<file path="src/rtl/uart_rx_deser.sv">
// -----------------------------------------------------------------------------
// uart_rx_deser
// Purpose : UART receiver. Samples an asynchronous RX line at mid-bit, places
//           each payload bit at its own position of the output word (LSB
//           first), checks start/stop framing and emits a one-cycle strobe
//           for every good frame (data_valid) or bad stop bit (frame_err).
// Ports   :
//   i_clk          system clock, all logic on rising edge
//   i_rst_n        synchronous reset, active low
//   i_rx           asynchronous serial input, idle high
//   o_data_out     last good word received, bit 0 = first data bit
//   o_data_valid   1-cycle pulse, o_data_out just updated with a good frame
//   o_frame_err    1-cycle pulse, stop bit sampled low (o_data_out unchanged)
//   o_busy         high whenever the receiver is not idle
// -----------------------------------------------------------------------------
module uart_rx_deser #(
    parameter int CLK_FREQ  = 50_000_000,
    parameter int BAUD      = 9600,
    parameter int DATA_BITS = 8
) (
    input  logic                 i_clk,
    input  logic                 i_rst_n,
    input  logic                 i_rx,
    output logic [DATA_BITS-1:0] o_data_out,
    output logic                 o_data_valid,
    output logic                 o_frame_err,
    output logic                 o_busy
);

    localparam int CLKS_PER_BIT = CLK_FREQ / BAUD;
    localparam int CNT_W        = $clog2(CLKS_PER_BIT);
    localparam int IDX_W        = $clog2(DATA_BITS) + 1;

    localparam logic [CNT_W-1:0] CNT_MID  = CNT_W'(CLKS_PER_BIT / 2 - 1);
    localparam logic [CNT_W-1:0] CNT_LAST = CNT_W'(CLKS_PER_BIT - 1);
    localparam logic [IDX_W-1:0] IDX_LAST = IDX_W'(DATA_BITS - 1);

    typedef enum logic [1:0] {
        ST_IDLE  = 2'd0,
        ST_START = 2'd1,
        ST_DATA  = 2'd2,
        ST_STOP  = 2'd3
    } state_t;

    state_t                 r_state;
    logic [CNT_W-1:0]       r_cnt;
    logic [IDX_W-1:0]       r_bit_idx;
    logic [DATA_BITS-1:0]   r_shift;
    logic [DATA_BITS-1:0]   r_data_out;
    logic                   r_data_valid;
    logic                   r_frame_err;
    logic                   r_busy;
    logic                   r_rx_meta;
    logic                   r_rx_sync;
    logic                   r_rx_prev;
    logic                   w_rx_fall;

    // Two-flop synchronizer plus one delay stage for falling-edge detection.
    always_ff @(posedge i_clk) begin
        if (!i_rst_n) begin
            r_rx_meta <= 1'b1;
            r_rx_sync <= 1'b1;
            r_rx_prev <= 1'b1;
        end else begin
            r_rx_meta <= i_rx;
            r_rx_sync <= r_rx_meta;
            r_rx_prev <= r_rx_sync;
        end
    end

    // A held-low line never produces a new edge, so a break yields one frame only.
    assign w_rx_fall = r_rx_prev & ~r_rx_sync;

    // Frame FSM: counters, bit placement and registered strobes/outputs.
    always_ff @(posedge i_clk) begin
        if (!i_rst_n) begin
            r_state      <= ST_IDLE;
            r_cnt        <= {CNT_W{1'b0}};
            r_bit_idx    <= {IDX_W{1'b0}};
            r_shift      <= {DATA_BITS{1'b0}};
            r_data_out   <= {DATA_BITS{1'b0}};
            r_data_valid <= 1'b0;
            r_frame_err  <= 1'b0;
            r_busy       <= 1'b0;
        end else begin
            r_data_valid <= 1'b0;
            r_frame_err  <= 1'b0;
            case (r_state)
                ST_IDLE: begin
                    r_cnt <= {CNT_W{1'b0}};
                    if (w_rx_fall) begin
                        r_state <= ST_START;
                        r_busy  <= 1'b1;
                    end else begin
                        r_busy  <= 1'b0;
                    end
                end
                ST_START: begin
                    if (r_cnt == CNT_MID) begin
                        r_cnt <= {CNT_W{1'b0}};
                        if (!r_rx_sync) begin
                            r_state   <= ST_DATA;
                            r_bit_idx <= {IDX_W{1'b0}};
                        end else begin
                            // Start bit gone by mid-bit: treat as a glitch.
                            r_state <= ST_IDLE;
                            r_busy  <= 1'b0;
                        end
                    end else begin
                        r_cnt <= r_cnt + CNT_W'(1);
                    end
                end
                ST_DATA: begin
                    if (r_cnt == CNT_LAST) begin
                        r_cnt <= {CNT_W{1'b0}};
                        for (int i = 0; i < DATA_BITS; i++) begin
                            if (r_bit_idx == IDX_W'(i)) begin
                                r_shift[i] <= r_rx_sync;
                            end
                        end
                        if (r_bit_idx == IDX_LAST) begin
                            r_state <= ST_STOP;
                        end else begin
                            r_bit_idx <= r_bit_idx + IDX_W'(1);
                        end
                    end else begin
                        r_cnt <= r_cnt + CNT_W'(1);
                    end
                end
                ST_STOP: begin
                    if (r_cnt == CNT_LAST) begin
                        r_cnt   <= {CNT_W{1'b0}};
                        r_state <= ST_IDLE;
                        r_busy  <= 1'b0;
                        if (r_rx_sync) begin
                            r_data_out   <= r_shift;
                            r_data_valid <= 1'b1;
                        end else begin
                            r_frame_err  <= 1'b1;
                        end
                    end else begin
                        r_cnt <= r_cnt + CNT_W'(1);
                    end
                end
                default: begin
                    r_state <= ST_IDLE;
                    r_cnt   <= {CNT_W{1'b0}};
                    r_busy  <= 1'b0;
                end
            endcase
        end
    end

    assign o_data_out   = r_data_out;
    assign o_data_valid = r_data_valid;
    assign o_frame_err  = r_frame_err;
    assign o_busy       = r_busy;

endmodule
</file>
<file path="config.mk">
export PLATFORM = sky130hd
export DESIGN_NAME = uart_rx_deser
export DESIGN_NICKNAME = d
export VERILOG_FILES = /design/src/rtl/uart_rx_deser.sv
export SDC_FILE = /design/constraint.sdc
export NUM_CORES = 1
export LEC_CHECK = 0
export ABC_CLOCK_PERIOD_IN_PS = 3040
export BUFFER_PORTS_ARGS = -buffer_cell sky130_fd_sc_hd__buf_2
export CELL_PAD_IN_SITES_DETAIL_PLACEMENT = 1
export CELL_PAD_IN_SITES_GLOBAL_PLACEMENT = 2
export CORE_ASPECT_RATIO = 1.75
export CORE_MARGIN = 4
export CORE_UTILIZATION = 34
export DETAILED_ROUTE_END_ITERATION = 6
export PLACE_DENSITY = 0.75
export SLEW_MARGIN = 15
export SYNTH_ARGS = -nofsm -noshare
export SYNTH_HDL_FRONTEND = slang
export SYNTH_SLANG_ARGS = --single-unit
</file>
<file path="constraint.sdc">
create_clock -name i_clk -period 3.04 [get_ports i_clk]
set_clock_uncertainty 0.2 [all_clocks]
set_input_delay 0.608 -clock i_clk [delete_from_list [all_inputs] [get_ports i_clk]]
set_output_delay 0.608 -clock i_clk [all_outputs]
set_load 0.01 [all_outputs]
</file>
=== After elaboration in Yosys (flattened, before gate mapping) ===
Cells that the tools add are included.

* Flip-flop bits (word level): 41
* Bits of input ports: 3
* Output and inout bits: 11
* Logic and storage cells: 82

* Add/sub/neg operators: 2
* Eq/ne operators: 20
* Multiplexer cells: 22
* Bitwise logic cells: 2
* Reduce and logical (&&, ||, !) cells: 18

{| class="wikitable"
|+ Operators by type and width
! cell !! number
|-
| one-hot mux 13 bit (3 select lines) || 1
|-
| AND reduction 3 bit || 10
|-
| two-way mux 13 bit || 2
|-
| equality test 4 x 3 -> 1 bit, second input constant || 4
|-
| two-way mux 4 bit || 4
|-
| inequality test 2 bit, second input constant || 8
|-
| adder 13 x 1 -> 13 bit, second input constant || 1
|-
| equality test 13 x 12 -> 1 bit, second input constant || 1
|-
| equality test 13 bit, second input constant || 1
|-
| two-way mux 2 bit || 6
|-
| AND reduction 5 bit || 2
|-
| equality test 4 x 2 -> 1 bit, second input constant || 2
|-
| one-hot mux 2 bit (4 select lines) || 1
|-
| one-hot mux 4 bit (2 select lines) || 1
|-
| two-way mux 1 bit || 6
|-
| adder 4 x 1 -> 4 bit, second input constant || 1
|-
| equality test 2 bit, second input constant || 2
|-
| equality test 4 x 1 -> 1 bit, second input constant || 1
|-
| logical NOT 4 bit || 1
|-
| AND reduction 4 bit || 1
|-
| one-hot mux 1 bit (3 select lines) || 1
|-
| nonzero test 3 bit || 1
|-
| equality test 2 x 1 -> 1 bit, second input constant || 1
|-
| logical NOT 2 bit || 1
|-
| 4 further kinds || 4
|}

=== Longest topological paths before layout ===
* Depth in word-level cells: 4
* Gate-level depth with buffers: 6
* Gate-level depth less buffers: 5

=== Least setup slack after synthesis ===
OpenSTA, ideal clock, no wires.

* Path type: register to register
* Start point: register r_cnt[0]
* End point: register r_bit_idx[3]
* Setup time: 122 ps
* Data arrival time: 1478 ps
* Data required time: 2718 ps
* Setup slack: 1240 ps
* Cell stages (with the launch flop): 6
* Path buffers: 0
* Clock period less this slack: 1800 ps
* Path through: dfxtp_1 ha_1 nor4b_2 nand4_1 and3_1 a221o_1

* Word-level cells in the longest chain between the ends: 3
* Elaborated cells between the ends (all ways): 5
* Those cells by class: eq/ne (4); reduce/logical (1)

{| class="wikitable"
|+ Ends and longest elaborated chain
! element !! RTL line !! text
|-
| from (decl) || 46 || <nowiki>logic [CNT_W-1:0] r_cnt;</nowiki>
|-
| from (signal assigned) || 78 || <nowiki>r_cnt <= {CNT_W{1'b0}};</nowiki>
|-
| from (signal assigned) || 90 || <nowiki>r_cnt <= {CNT_W{1'b0}};</nowiki>
|-
| from (signal assigned) || 100 || <nowiki>r_cnt <= {CNT_W{1'b0}};</nowiki>
|-
| equality test 13 bit / equality test 13 x 12 -> 1 bit (equally long branches) || 114, 99 ||
|-
| inequality test 2 bit (no line) || - ||
|-
| AND reduction 5 bit (no line) (*) || - ||
|-
| to (signal assigned) || 79 || <nowiki>r_bit_idx <= {IDX_W{1'b0}};</nowiki>
|-
| to (signal assigned) || 103 || <nowiki>r_bit_idx <= {IDX_W{1'b0}};</nowiki>
|-
| to (signal assigned) || 124 || <nowiki>r_bit_idx <= r_bit_idx + IDX_W'(1);</nowiki>
|-
| to (decl) || 47 || <nowiki>logic [IDX_W-1:0] r_bit_idx;</nowiki>
|}

Mark *: on every way between the ends. The rest lies on a longest branch, timed or not.
A chain may end at the register's enable or synchronous reset.

=== Final worst setup path ===
* Start point: register r_cnt[0]
* End point: register r_data_out[6], in the netlist o_data_out[6]

* Word-level cells in the longest chain between the ends: 2

{| class="wikitable"
|+ Ends and longest elaborated chain
! element !! RTL line !! text
|-
| equality test 13 bit || 131 || <nowiki>if (r_cnt == CNT_LAST) begin</nowiki>
|-
| AND reduction 3 bit (no line) || - ||
|-
| to (signal assigned) || 81 || <nowiki>r_data_out <= {DATA_BITS{1'b0}};</nowiki>
|-
| to (signal assigned) || 136 || <nowiki>r_data_out <= r_shift;</nowiki>
|-
| to (decl) || 49 || <nowiki>logic [DATA_BITS-1:0] r_data_out;</nowiki>
|}

No other way between the ends.

==> impl_metrics.env <==
export IMPL_yosysTopAreaCell="dfxtp_1"
export IMPL_fin_crit_sh_pct=69.7
export IMPL_finalHoldViolations=0
export IMPL_critPathRequiredTime_ns=3.02
export IMPL_ctsResizeCount=0
export IMPL_cts_post_setup_buffers_inserted=0
export IMPL_antenna_left=0
export IMPL_cts_tree="done"
export IMPL_synthXorXnorAreaFrac_pct=4.49
export IMPL_swShare_pct=20.4
export IMPL_fin_cells=298
export IMPL_drc=0
export IMPL_place_hpwl_mm=3.29
export IMPL_clock_fmax_mhz=472
export IMPL_grt_max_degree=22
export IMPL_post_drt_wl_per_cell_um=14.6
export IMPL_crit_type="flop to flop"
export IMPL_cp_max_fo=9
export IMPL_worst_pin_slew_ns=0.648
export IMPL_routed_via_density=5.14
export IMPL_final_util_pct=38.5
export IMPL_ys_seq_elements=41
export IMPL_clkPwrFrac_pct=42.7
export IMPL_synth_top_family_by_area="simple AND/OR/NAND/NOR gates"
export IMPL_timing_setup_tns_ns=0
export IMPL_vias=1533
export IMPL_synthArstFlopShare_pct=0
export IMPL_synth_top_area_share_pct=42.1
export IMPL_synth_fa_ha_area_share_pct=3.21
export IMPL_drt_iter0_markers=44
export IMPL_htreeDepth=2
export IMPL_gp_congestion=0.776
export IMPL_syn_inst=213
export IMPL_cts_root_buf="clkbuf_8"
export IMPL_placed_cells=291
export IMPL_power_density_mw_per_mm2=459
export IMPL_internal_power_uw=785
export IMPL_worst_r2r_path_depth=5
export IMPL_post_route_min_period_ns=2.12
export IMPL_nets=230
export IMPL_synth_most_common_cell="dfxtp_1"
export IMPL_placed_area_mm2=0.00204
export IMPL_syn_area_mm2=0.00195
export IMPL_design_area_mm2=0.00215
export IMPL_max_cap_viol_count=0
export IMPL_syn_to_final_growth_pct=10.2
export IMPL_insertion_delay_ns=0.29
export IMPL_cp_num_cells=5
export IMPL_portBuffers=13
export IMPL_ys_top_cells_by_count="dfxtp_1, nor2_1, nand3_1"
export IMPL_die_area_mm2=0.00706
export IMPL_yosysWarnings=0
export IMPL_p_switching_uw=201
export IMPL_cts_sinks=41
export IMPL_hp_class="flop to flop"
export IMPL_max_stage_delay_ns=0.53
export IMPL_hold_buffers=0
export IMPL_rsz0062_at_grt="false"
export IMPL_combPwrFrac_pct=2.2
export IMPL_slew_viol_final=0
export IMPL_clockBufferDepth=2
export IMPL_totalWireLength_mm=4.34
export IMPL_path_delay_family="simple AND/OR/NAND/NOR gates"
export IMPL_yosys_area_share_simple_pct=29.2
export IMPL_grt_total_usage_pct=13.4
export IMPL_cp_end_kind="flop"
export IMPL_start_kind="flop"
export IMPL_avgSynthCellArea_um2=9.15
export IMPL_cp_arrival_ns=2.10
export IMPL_seqPwrFrac_pct=55.1
export IMPL_drive_above_1_share_pct=11.7
export IMPL_synth_edf_count=0
export IMPL_synthFlopType="dfxtp_1"
export IMPL_fp_coreArea_mm2=0.00559
export IMPL_grt_pass1_wl_mm=7.38
export IMPL_path_clk_slew_ns=0.08
export IMPL_synth_compound_area_share_pct=8.60
export IMPL_rows=36
export IMPL_ir_drop_mv=0.191
export IMPL_slew_headroom_pct=56.6
export IMPL_antenna_cells=0
export IMPL_yosysSeqAreaShare_pct=42.1
export IMPL_die_w_um=65.2
export IMPL_syn_nets=221
export IMPL_chipHeight_um=108
export IMPL_synth_area_leaders="dfxtp_1, mux2i_1, nor2_1"
export IMPL_worstPathCellList="ha_1, and4bb_4, nand4_1, mux2i_1, nor2_1"
export IMPL_start_util_pct=34.9
export IMPL_grt_ovfl_total=0
export IMPL_hold_depth=1
export IMPL_synth_cell_types=45
export IMPL_power_leakage_uw=0.000904
export IMPL_critPathSlowestCell="nand4_1"
export IMPL_pin_count=14
export IMPL_worstPathBufferInverterCount=0
export IMPL_antenna_found_initial=0
export IMPL_firstDrtPassIters=4
export IMPL_cts_buffers=5
export IMPL_grt_pass1_vias=1547
export IMPL_muxShareOfSynthArea_pct=7.70
export IMPL_status="finished, final reports clean"
export IMPL_timing_final_setup_violations=0
[cell type report]
type,count,area [um^2]
well taps,76,95.1
clock buffers,5,68.8
clock inverters,2,35.0
flip-flops and latches,41,821
fillers,698,3440
repair buffers,13,65.1
multi-input cells,154,1040
inverters,7,26.3
[per-stage QoR]
stage | hold slack [ns] | worst slack (ns) | total power, uW
after floorplan | 0.186 | 1.24 | 571
final | 0.219 | 0.921 | 986
after global placement | 0.190 | 0.923 | 578
after CTS | 0.226 | 0.867 | 1010
after global routing | 0.226 | 0.707 | 1030
after detailed placement | 0.205 | 0.878 | 578
[final timing paths]
check | start | to | slack (ns)
worst max register to register | r_cnt[0] | o_data_out[6] | 0.92
worst min register to register | r_rx_meta | r_rx_sync | 0.22
worst max-delay path | r_cnt[0] | o_data_out[6] | 0.92
worst min-delay path | r_rx_meta | r_rx_sync | 0.22
[cell usage in the layout (no fill, tap or decap), drive strengths merged, types with 2 or more instances in the layout]
master	count
a21oi	6
a31oi	4
and3	9
and4	2
and4bb	3
buf	13
clkbuf	5
clkinv	2
dfxtp	41
ha	5
inv	6
mux2i	15
nand2	13
nand2b	4
nand3	18
nand3b	2
nand4	5
nor2	27
nor3	5
nor3b	4
nor4b	2
o21a	3
o21ai	3
xnor2	5
xor2	5
[worst reg2reg max path, cell delays in order (launching register included)]
cell	delay, ns
dfxtp_1	0.35
ha_1	0.26
and4bb_4	0.29
nand4_1	0.53
mux2i_1	0.33
nor2_1	0.06
[kinds of logic after synthesis]
logic type / count (synthesis)
flops: 41
xor+xnor: 10
mux: 15
simple gates: 100
compound gates: 24
buf+inv: 18
fa+ha+maj: 5
[flip-flops by register name, indices dropped and copies added, names as in the netlist, named ones only]
register	count
o_busy	1
o_data_valid	1
o_data_out	8
r_rx_sync	1
r_rx_meta	1
r_shift	8
r_state	1
r_cnt	13
r_bit_idx	4
o_frame_err	1
r_rx_prev	1
[power groups by stage]
stage | clock network [uW] | registers, uW | logic (uW)
final | 421 | 544 | 21.3
after CTS | 440 | 544 | 22.2
after floorplan | 0 | 554 | 17.1
after detailed placement | 0 | 556 | 22.0
after global placement | 0 | 556 | 21.9
after global routing | 460 | 545 | 24.8
[metal layers]
layer,share of wire (%),global-route usage [%],wire length [um]
met2,58,26.3,2510
met1,37,13.3,1620
met5,0,0,0
met4,2.4,6.08,105
met3,2.5,2.29,107
Note: power is estimated with default switching activity, not from simulation.
